File: src/rtl/fpu_pkg.sv
// Shared single-precision FPU types, constants and pipeline payloads.
package fpu_pkg;

   typedef struct packed {
      logic        sign;
      logic [7:0]  exp;
      logic [22:0] man;
   } float_t;

   localparam logic [7:0]  EXP_INF      = 8'd255;
   localparam logic [31:0] QNAN_DEFAULT = 32'hFFC00000;

   // b is the subtrahend with its sign already flipped (the effective addend)
   typedef struct packed {
      logic   a_nan;
      logic   b_nan;
      logic   a_inf;
      logic   b_inf;
      logic   zsign;
      float_t a;
      float_t b;
   } spec_t;

   typedef struct packed {
      logic        sign;
      logic [7:0]  exp;
      logic [26:0] m_big;
      logic [26:0] m_small;
      logic        eff_sub;
      spec_t       sp;
   } s1_t;

   typedef struct packed {
      logic        sign;
      logic [7:0]  exp;
      logic [26:0] m;
      logic        zero;
      logic        ovf1;
      spec_t       sp;
   } s2_t;

   function automatic logic [23:0] sig24(input float_t f);
      return {f.exp != 8'd0, f.man};
   endfunction

endpackage

File: src/rtl/fpu_lzc27.sv
// Combinational 27-bit leading-zero count, 0..27 (27 for an all-zero input).
module fpu_lzc27 (
   input  logic [26:0] a,
   output logic [4:0]  count
);

   // ascending scan: the highest set bit overwrites last
   always_comb begin
      count = 5'd27;
      for (int i = 0; i <= 26; i++) begin
         if (a[i]) count = 5'(26 - i);
      end
   end

endmodule

File: src/rtl/fsub_pipe.sv
// Three-stage pipelined single-precision subtractor y = x1 - x2 with valid/ready.
// Define FSUB_FTZ_EN to flush denormal inputs and results to signed zero.
module fsub_pipe
   import fpu_pkg::*;
(
   input  logic        clk,
   input  logic        rstn,
   input  logic        in_valid,
   output logic        in_ready,
   input  logic [31:0] x1,
   input  logic [31:0] x2,
   output logic        out_valid,
   input  logic        out_ready,
   output logic [31:0] y,
   output logic        ovf
);

   logic v1, v2, v3, adv1, adv2, adv3, acc;
   s1_t  s1_d, s1_q;
   s2_t  s2_d, s2_q;

   assign adv3      = v3 & out_ready;
   assign adv2      = v2 & (~v3 | adv3);
   assign adv1      = v1 & (~v2 | adv2);
   assign in_ready  = ~v1 | adv1;
   assign acc       = in_valid & in_ready;
   assign out_valid = v3;

   // S1: align
   float_t      a_op, b_op, a_ar, b_ar;
   logic [7:0]  ea, eb, e_big, e_sml, diff;
   logic [23:0] ma, mb, m_big, m_sml;
   logic [4:0]  sh1;
   logic [55:0] wide;
   logic        a_big;

   always_comb begin
      a_op = x1;
      b_op = {~x2[31], x2[30:0]};
      a_ar = a_op;
      b_ar = b_op;
`ifdef FSUB_FTZ_EN
      if (a_op.exp == 8'd0) a_ar.man = '0;
      if (b_op.exp == 8'd0) b_ar.man = '0;
`endif
      ea    = (a_ar.exp == 8'd0) ? 8'd1 : a_ar.exp;
      eb    = (b_ar.exp == 8'd0) ? 8'd1 : b_ar.exp;
      ma    = sig24(a_ar);
      mb    = sig24(b_ar);
      a_big = {ea, ma} >= {eb, mb};
      e_big = a_big ? ea : eb;
      e_sml = a_big ? eb : ea;
      m_big = a_big ? ma : mb;
      m_sml = a_big ? mb : ma;
      diff  = e_big - e_sml;
      sh1   = (diff > 8'd31) ? 5'd31 : diff[4:0];
      wide  = {m_sml, 32'b0} >> sh1;

      s1_d.sign     = a_big ? a_op.sign : b_op.sign;
      s1_d.exp      = e_big;
      s1_d.m_big    = {m_big, 3'b000};
      s1_d.m_small  = {wide[55:30], wide[29] | (|wide[28:0])};
      s1_d.eff_sub  = a_op.sign ^ b_op.sign;
      s1_d.sp.a_nan = (a_op.exp == EXP_INF) && (a_op.man != '0);
      s1_d.sp.b_nan = (b_op.exp == EXP_INF) && (b_op.man != '0);
      s1_d.sp.a_inf = (a_op.exp == EXP_INF) && (a_op.man == '0);
      s1_d.sp.b_inf = (b_op.exp == EXP_INF) && (b_op.man == '0);
      s1_d.sp.zsign = a_op.sign & b_op.sign;
      s1_d.sp.a     = a_op;
      s1_d.sp.b     = b_op;
   end

   // S2: add / normalize
   logic [27:0] sum;
   logic [4:0]  lz, sh2;
   logic [8:0]  exp_p1;
   logic [7:0]  lim;

   fpu_lzc27 u_lzc (.a(sum[26:0]), .count(lz));

   always_comb begin
      sum    = s1_q.eff_sub ? ({1'b0, s1_q.m_big} - {1'b0, s1_q.m_small})
                            : ({1'b0, s1_q.m_big} + {1'b0, s1_q.m_small});
      exp_p1 = {1'b0, s1_q.exp} + 9'd1;
      lim    = s1_q.exp - 8'd1;
      // lim < 27 whenever it wins, so its low bits are enough
      sh2    = ({3'b0, lz} > lim) ? lim[4:0] : lz;

      s2_d.sign = s1_q.sign;
      s2_d.sp   = s1_q.sp;
      s2_d.zero = (sum == '0);
      s2_d.ovf1 = 1'b0;
      if (sum[27]) begin
         s2_d.m    = {sum[27:2], sum[1] | sum[0]};
         s2_d.exp  = exp_p1[7:0];
         s2_d.ovf1 = (exp_p1 == 9'd255);
      end else begin
         s2_d.m    = sum[26:0] << sh2;
         s2_d.exp  = s1_q.exp - {3'b0, sh2};
      end
   end

   // S3: round / pack / special-case mux
   logic        inc, hidden, ovf2;
   logic [24:0] rnd;
   logic [8:0]  exp_r;
   logic [22:0] mant;
   logic [31:0] y_d;
   logic        ovf_d;
   spec_t       sp3;

   always_comb begin
      sp3    = s2_q.sp;
      inc    = s2_q.m[2] & (s2_q.m[1] | s2_q.m[0] | s2_q.m[3]);
      rnd    = {1'b0, s2_q.m[26:3]} + {24'b0, inc};
      exp_r  = {1'b0, s2_q.exp} + {8'b0, rnd[24]};
      hidden = rnd[24] | rnd[23];
      mant   = rnd[24] ? rnd[23:1] : rnd[22:0];
      ovf2   = rnd[24] & (exp_r == 9'd255);
      y_d    = {s2_q.sign, (hidden ? exp_r[7:0] : 8'd0), mant};

      if (s2_q.zero)      y_d = {sp3.zsign, 31'b0};
      else if (s2_q.ovf1) y_d = {s2_q.sign, EXP_INF, 23'b0};
`ifdef FSUB_FTZ_EN
      if (y_d[30:23] == 8'd0) y_d = {y_d[31], 31'b0};
`endif

      if (sp3.b_nan)                    y_d = {sp3.b[31:23], 1'b1, sp3.b[21:0]};
      else if (sp3.a_nan)               y_d = {sp3.a[31:23], 1'b1, sp3.a[21:0]};
      else if (sp3.a_inf && sp3.b_inf)  y_d = (sp3.a.sign != sp3.b.sign) ? QNAN_DEFAULT
                                                                         : sp3.a;
      else if (sp3.a_inf)               y_d = sp3.a;
      else if (sp3.b_inf)               y_d = sp3.b;

      ovf_d = (s2_q.ovf1 | ovf2) & ~((sp3.a.exp == EXP_INF) | (sp3.b.exp == EXP_INF));
   end

   always_ff @(posedge clk) begin
      if (!rstn) begin
         v1  <= 1'b0;
         v2  <= 1'b0;
         v3  <= 1'b0;
         y   <= '0;
         ovf <= 1'b0;
      end else begin
         if (acc)       v1 <= 1'b1;
         else if (adv1) v1 <= 1'b0;
         if (adv1)      v2 <= 1'b1;
         else if (adv2) v2 <= 1'b0;
         if (adv2)      v3 <= 1'b1;
         else if (adv3) v3 <= 1'b0;
         if (adv2) begin
            y   <= y_d;
            ovf <= ovf_d;
         end
      end
   end

   always_ff @(posedge clk) begin
      if (acc)  s1_q <= s1_d;
      if (adv1) s2_q <= s2_d;
   end

endmodule

File: config.mk
export PLATFORM = sky130hd
export DESIGN_NAME = fsub_pipe
export DESIGN_NICKNAME = d
export VERILOG_FILES = /design/src/rtl/fpu_pkg.sv /design/src/rtl/fpu_lzc27.sv /design/src/rtl/fsub_pipe.sv
export SDC_FILE = /design/constraint.sdc
export NUM_CORES = 1
export LEC_CHECK = 0
export CORE_MARGIN = 2
export CORE_UTILIZATION = 42
export DETAILED_ROUTE_END_ITERATION = 10
export MAX_ROUTING_LAYER = met4
export SLEW_MARGIN = 20
export SYNTH_ARGS = -nofsm -noshare
export SYNTH_HDL_FRONTEND = slang
export SYNTH_SLANG_ARGS = --single-unit
File: constraint.sdc
create_clock -name clk -period 8.6 [get_ports clk]
set_input_delay 0.86 -clock clk [delete_from_list [all_inputs] [get_ports clk]]
set_output_delay 0.86 -clock clk [all_outputs]
set_load 0.02 [all_outputs]
# After elaboration in Yosys (flattened, before gate mapping)

Index checks and enable logic that the tools add are counted.

Register bits: 273
Latch bits: 0
Bits in read-only memories: 0
Memories: 0
Bits in writable memories: 0
Output and inout bits: 35

Multiplexer cells: 54
Shift operators: 2
Equality and inequality tests: 7
Magnitude comparators: 3
Multipliers: 0
Reductions and logical operators: 18
Bitwise operators: 24
Div/mod/pow operators: 0
Add/subtract/negate cells: 8

Operators with widths:

| kind               | number |
|---|---|
| $mux 32            | 7 |
| $mux 5             | 18 |
| $shr 56x5->56      | 1 |
| $mux 24            | 2 |
| $logic_not 23->1   | 2 |
| $reduce_bool 23->1 | 2 |
| $mux 8             | 5 |
| $mux 35            | 1 |
| $eq 8x8->1 const B | 4 |
| $ge 32x32->1       | 1 |
| $mux 4             | 8 |
| $mux 31            | 1 |
| $reduce_or 29->1   | 1 |
| $add 27x27->28     | 1 |
| $logic_not 28->1   | 1 |
| $mux 28            | 1 |
| $sub 27x27->28     | 1 |
| $shl 27x5->27      | 1 |
| $add 24x1->25      | 1 |
| $mux 23            | 1 |
| $eq 9x8->1 const B | 2 |
| $logic_not 8->1    | 2 |
| $reduce_bool 8->1  | 2 |
| $or 1x1->1         | 10 |
| other kinds (15)   | 40 |

# Longest topological paths before layout

Depth in word-level cells: 33
Depth in mapped cells: 38
Depth with buffers taken out: 35

# By module

Synthesis repeated with hierarchy kept, for this count alone.

Cells, all modules: 2088
Area, all modules: 18794.3 um^2

By module, submodules not included:

| module    | instances | cells an instance | seq. area each (um^2) | area an instance (um^2) |
|---|---|---|---|---|
| fsub_pipe | 1         | 2037              | 7837.5                | 18516.5 |
| fpu_lzc27 | 1         | 51                | 0.0                   | 277.8 |

# Worst setup path after synthesis

OpenSTA, ideal clock, no wires.

Kind: input to register
From: input out_ready
To: register s2_q[0] (netlist name), enable pin
Stages: 2
Arrival: 8.703 ns
Setup slack: -0.839 ns
Buffers on the path: 0
Setup time: 0.736 ns
Cell sequence: nor2b_1 a21boi_0

Longest elaborated chain between the ends: 5

Ends and longest elaborated chain:

| item                 | RTL line         | RTL |
|---|---|---|
| from (decl)          | fsub_pipe.sv:13  | `input logic out_ready,` |
| $and 1x1->1          | fsub_pipe.sv:22  | `assign adv3 = v3 & out_ready;` |
| $or 1x1->1           | fsub_pipe.sv:23  | `assign adv2 = v2 & (~v3 \| adv3);` |
| $and 1x1->1          | fsub_pipe.sv:23  |  |
| $or 1x1->1           | fsub_pipe.sv:24  | `assign adv1 = v1 & (~v2 \| adv2);` |
| $and 1x1->1          | fsub_pipe.sv:24  |  |
| net adv1             | fsub_pipe.sv:18  | `logic v1, v2, v3, adv1, adv2, adv3, acc;` |
| to (signal assigned) | fsub_pipe.sv:161 | `if (adv1) s2_q <= s2_d;` |
| to (decl)            | fsub_pipe.sv:20  | `s2_t s2_d, s2_q;` |

The timed path passes the listed nets, and every way through them passes these cells.
A chain may end at the register's enable or synchronous reset.

==> run summary <==
drt first pass iters - 6
RSZ-0062 raised after global routing - false
Synth area leaders - edfxtp_1, ha_1, a21oi_1, o21ai_0, nand2_1
Setup crit start kind - flip-flop
FF-to-FF Start - s1_q[70]
1st-iter DRT viols - 2193
Setup TNS - 0 ps
post-DP HPWL - 54670 um
Buffers on Ports - 102
register bit total from synthesis - 273
Final Wtd Congestion - 1.018
final core utilization - 48.74%
clk_skew - 24.53 ps
Nets - 2435
relative slew slack - 34.09%
register area share after synthesis - 39.69%
clk slew on worst S/H paths - 60 ps
Initial Util - 42.50%
CTS tree - yes
synth warn - 0
FF+latch area - 7838 um2
Reg2Reg Depth - 29
Mapped Cells - 2195
Synth Area in Adders - 6.577%
most common cell in the netlist - edfxtp_1
clk_lat worst skew - 590 ps
Die X - 220.8 um
leading area contributor after synthesis - edfxtp_1
first-pass GRT wire length - 107100 um
gr ovfl total - 0
die boundary height - 220.8 um
area growth from synthesis to layout - 14.67%
die footprint - 48770 um2
Worst-Margin Slew - 986.2 ps
Worst Hold End - s2_q[48]
DR vias/cell - 6.287
maximum root-to-sink buffer count - 3
area of the multi-input gates - 11000 um2
fin. max-slew vios - 0
Tmin final - 8059 ps
slowest cell delay on critical path - 700 ps
mux cell area share after synthesis - 3.707%
Final Power - 5219 uW
post-route ant nets - 0
post-synthesis xor/xnor area fraction - 2.972%
R2R Path End - s2_q[93]
# IOs - 103
Core Region - 46460 um2
synth cell count leaders - edfxtp_1, nand2_1, a21oi_1
Netlist cell types - 104
number of cell rows - 79
Critical-path top delay cell - o21ai_0
clk sinks - 273
Cell Area, Synth - 19750 um2
Post-Synth Simple-Gate Area - 17.43%
share of layout cells above drive strength 1 - 8.992%
worst hold path type - flip-flop to flip-flop
overall routed net length - 71330 um
period utilisation layout - 93.70%
predominant post-synthesis flop cell - edfxtp_1
Compound-Gate Fraction of Synth Area - 24.41%
final count of hold timing violations - 0
Peak Freq - 0.1241 GHz
DRC - 0
Crit. End Element - flip-flop
largest net degree at the start of global routing - 79
total track usage - 29.14%
critical path class - flip-flop to flip-flop
VDD IR max - 0.0001662 V
H-tree Lvls - 1
critical path peak fanout - 22
Max Cap Viol - 0
routed vias - 18250
WP data required - 9000 ps
status - completed
area share of the largest cell type after synthesis - 36.04%
Clock Tree Root - clkbuf_16
final setup fails - 0
initial antenna violation count - 3
Min-Delay Startpoint - s1_q[48]
ys async rst share - 0%
Post-synth EDFFs - 237
vias in the first global route - 17030
r2r setup slk - 540 ps
Post-Syn Area per Cell - 8.996 um2
Power Dens Cells - 230.5 nW/um2
syn nets - 2364
DR WL/cell - 24.58 um
arrival time worst endpoint - 8460 ps
most frequent CP cell - o21ai_0
cts bufs inserted - 31
Hold Path Stages - 0
FILL cells - 4479
largest family of logic cells by synthesized area - compound AO/OA/AOI/OAI gates
Lkg Pwr - 0.008322 uW
-- sequential cells by signal (all words and copies together) (netlist names) --
register	cells
s1_q	130
s2_q	107
v2	1
v1	1
ovf	1
out_valid	1
y	32
-- kinds of logic (layout without fill, tap and decap cells) --
family	Yosys count	after routing
xor gates and xnor gates	67	67
adders and majority gates	103	103
DFF	273	273
other	0	4
buffers and inverters	260	356
muxes	67	67
AOI/OAI and AO/OA	721	721
and+or+nand+nor	704	704
-- what timing repair did --
| action | in CTS | in global routing |
|---|---|---|
| buffers inserted | 0 | 2 |
| gates cloned | 0 | 0 |
| hold buffers | 0 | 0 |
| gates resized for setup | 2 | 7 |
| setup endpoints to repair | 2 | 27 |
-- area by class of cell --
| cell class | instances | share of cell area [%] |
|---|---|---|
| inverters | 122 | 2.022 |
| repair buffers | 176 | 6.940 |
| clock buffers | 32 | 3.442 |
| flip-flops and latches | 273 | 34.61 |
| well taps | 607 | 3.354 |
| diodes | 4 | 0.04420 |
| multi-input cells | 1662 | 48.59 |
| clock inverters | 26 | 0.9946 |
-- worst max-delay path by stage --
stage / start / to / slack (ps) / cells after the start
after CTS: s1_q[70] / s2_q[104] / 20 / 33
after floorplan: out_ready / s1_q[0] / 450 / 2
after global routing: s1_q[70] / s2_q[104] / 20 / 34
final: s1_q[70] / s2_q[93] / 540 / 29
after detailed placement: s1_q[70] / s2_q[94] / 3 / 28
after global placement: s1_q[70] / s2_q[94] / 60 / 28
-- cell usage in the layout, fill, tap and decap left out, drive strengths merged, types with 31 or more instances in the layout --
cell / n
a21oi: 174
buf: 75
clkbuf: 32
clkdlybuf4s50: 101
dfxtp: 36
edfxtp: 237
ha: 99
inv: 126
mux2i: 45
nand2: 225
nand3: 73
nor2: 138
nor2b: 42
nor3: 60
o211ai: 31
o21ai: 178
xnor2: 44
-- per-layer routing --
metal | track usage (%) | vias to the layer above | routed length (um)
li1 | - | 8420 | -
met1 | 39.44 | 8850 | 30530
met2 | 45.74 | 856 | 33120
met3 | 3.439 | 119 | 5204
met4 | 9.179 | 0 | 2470
met5 | - | - | 0
-- power by group --
group / internal [uW] / switching, uW
registers: 1600 / 95.0
clock network: 728 / 571
logic: 760 / 1460
-- critical path, delay by kind of cell, from the launching register on --
kind / cells / cell delay, ps
AOI/OAI and AO/OA: 15 / 4100
xor gates and xnor gates: 1 / 360
adders and majority gates: 2 / 680
buffers and inverters: 2 / 440
DFF: 1 / 550
and+or+nand+nor: 9 / 1720
-- through the flow --
step	instance area [um2]	hold slack, ps	cells	setup WS (ps)
after floorplan	19750	400.3	2195	449.2
after global placement	21550	403.3	2838	63.63
after detailed placement	21550	404.5	2838	3.193
after CTS	22580	392.1	2896	15.12
after global routing	22640	414.4	2901	24.51
final	22640	395.3	2902	541.5
Note: power is estimated with default switching activity, not from simulation.
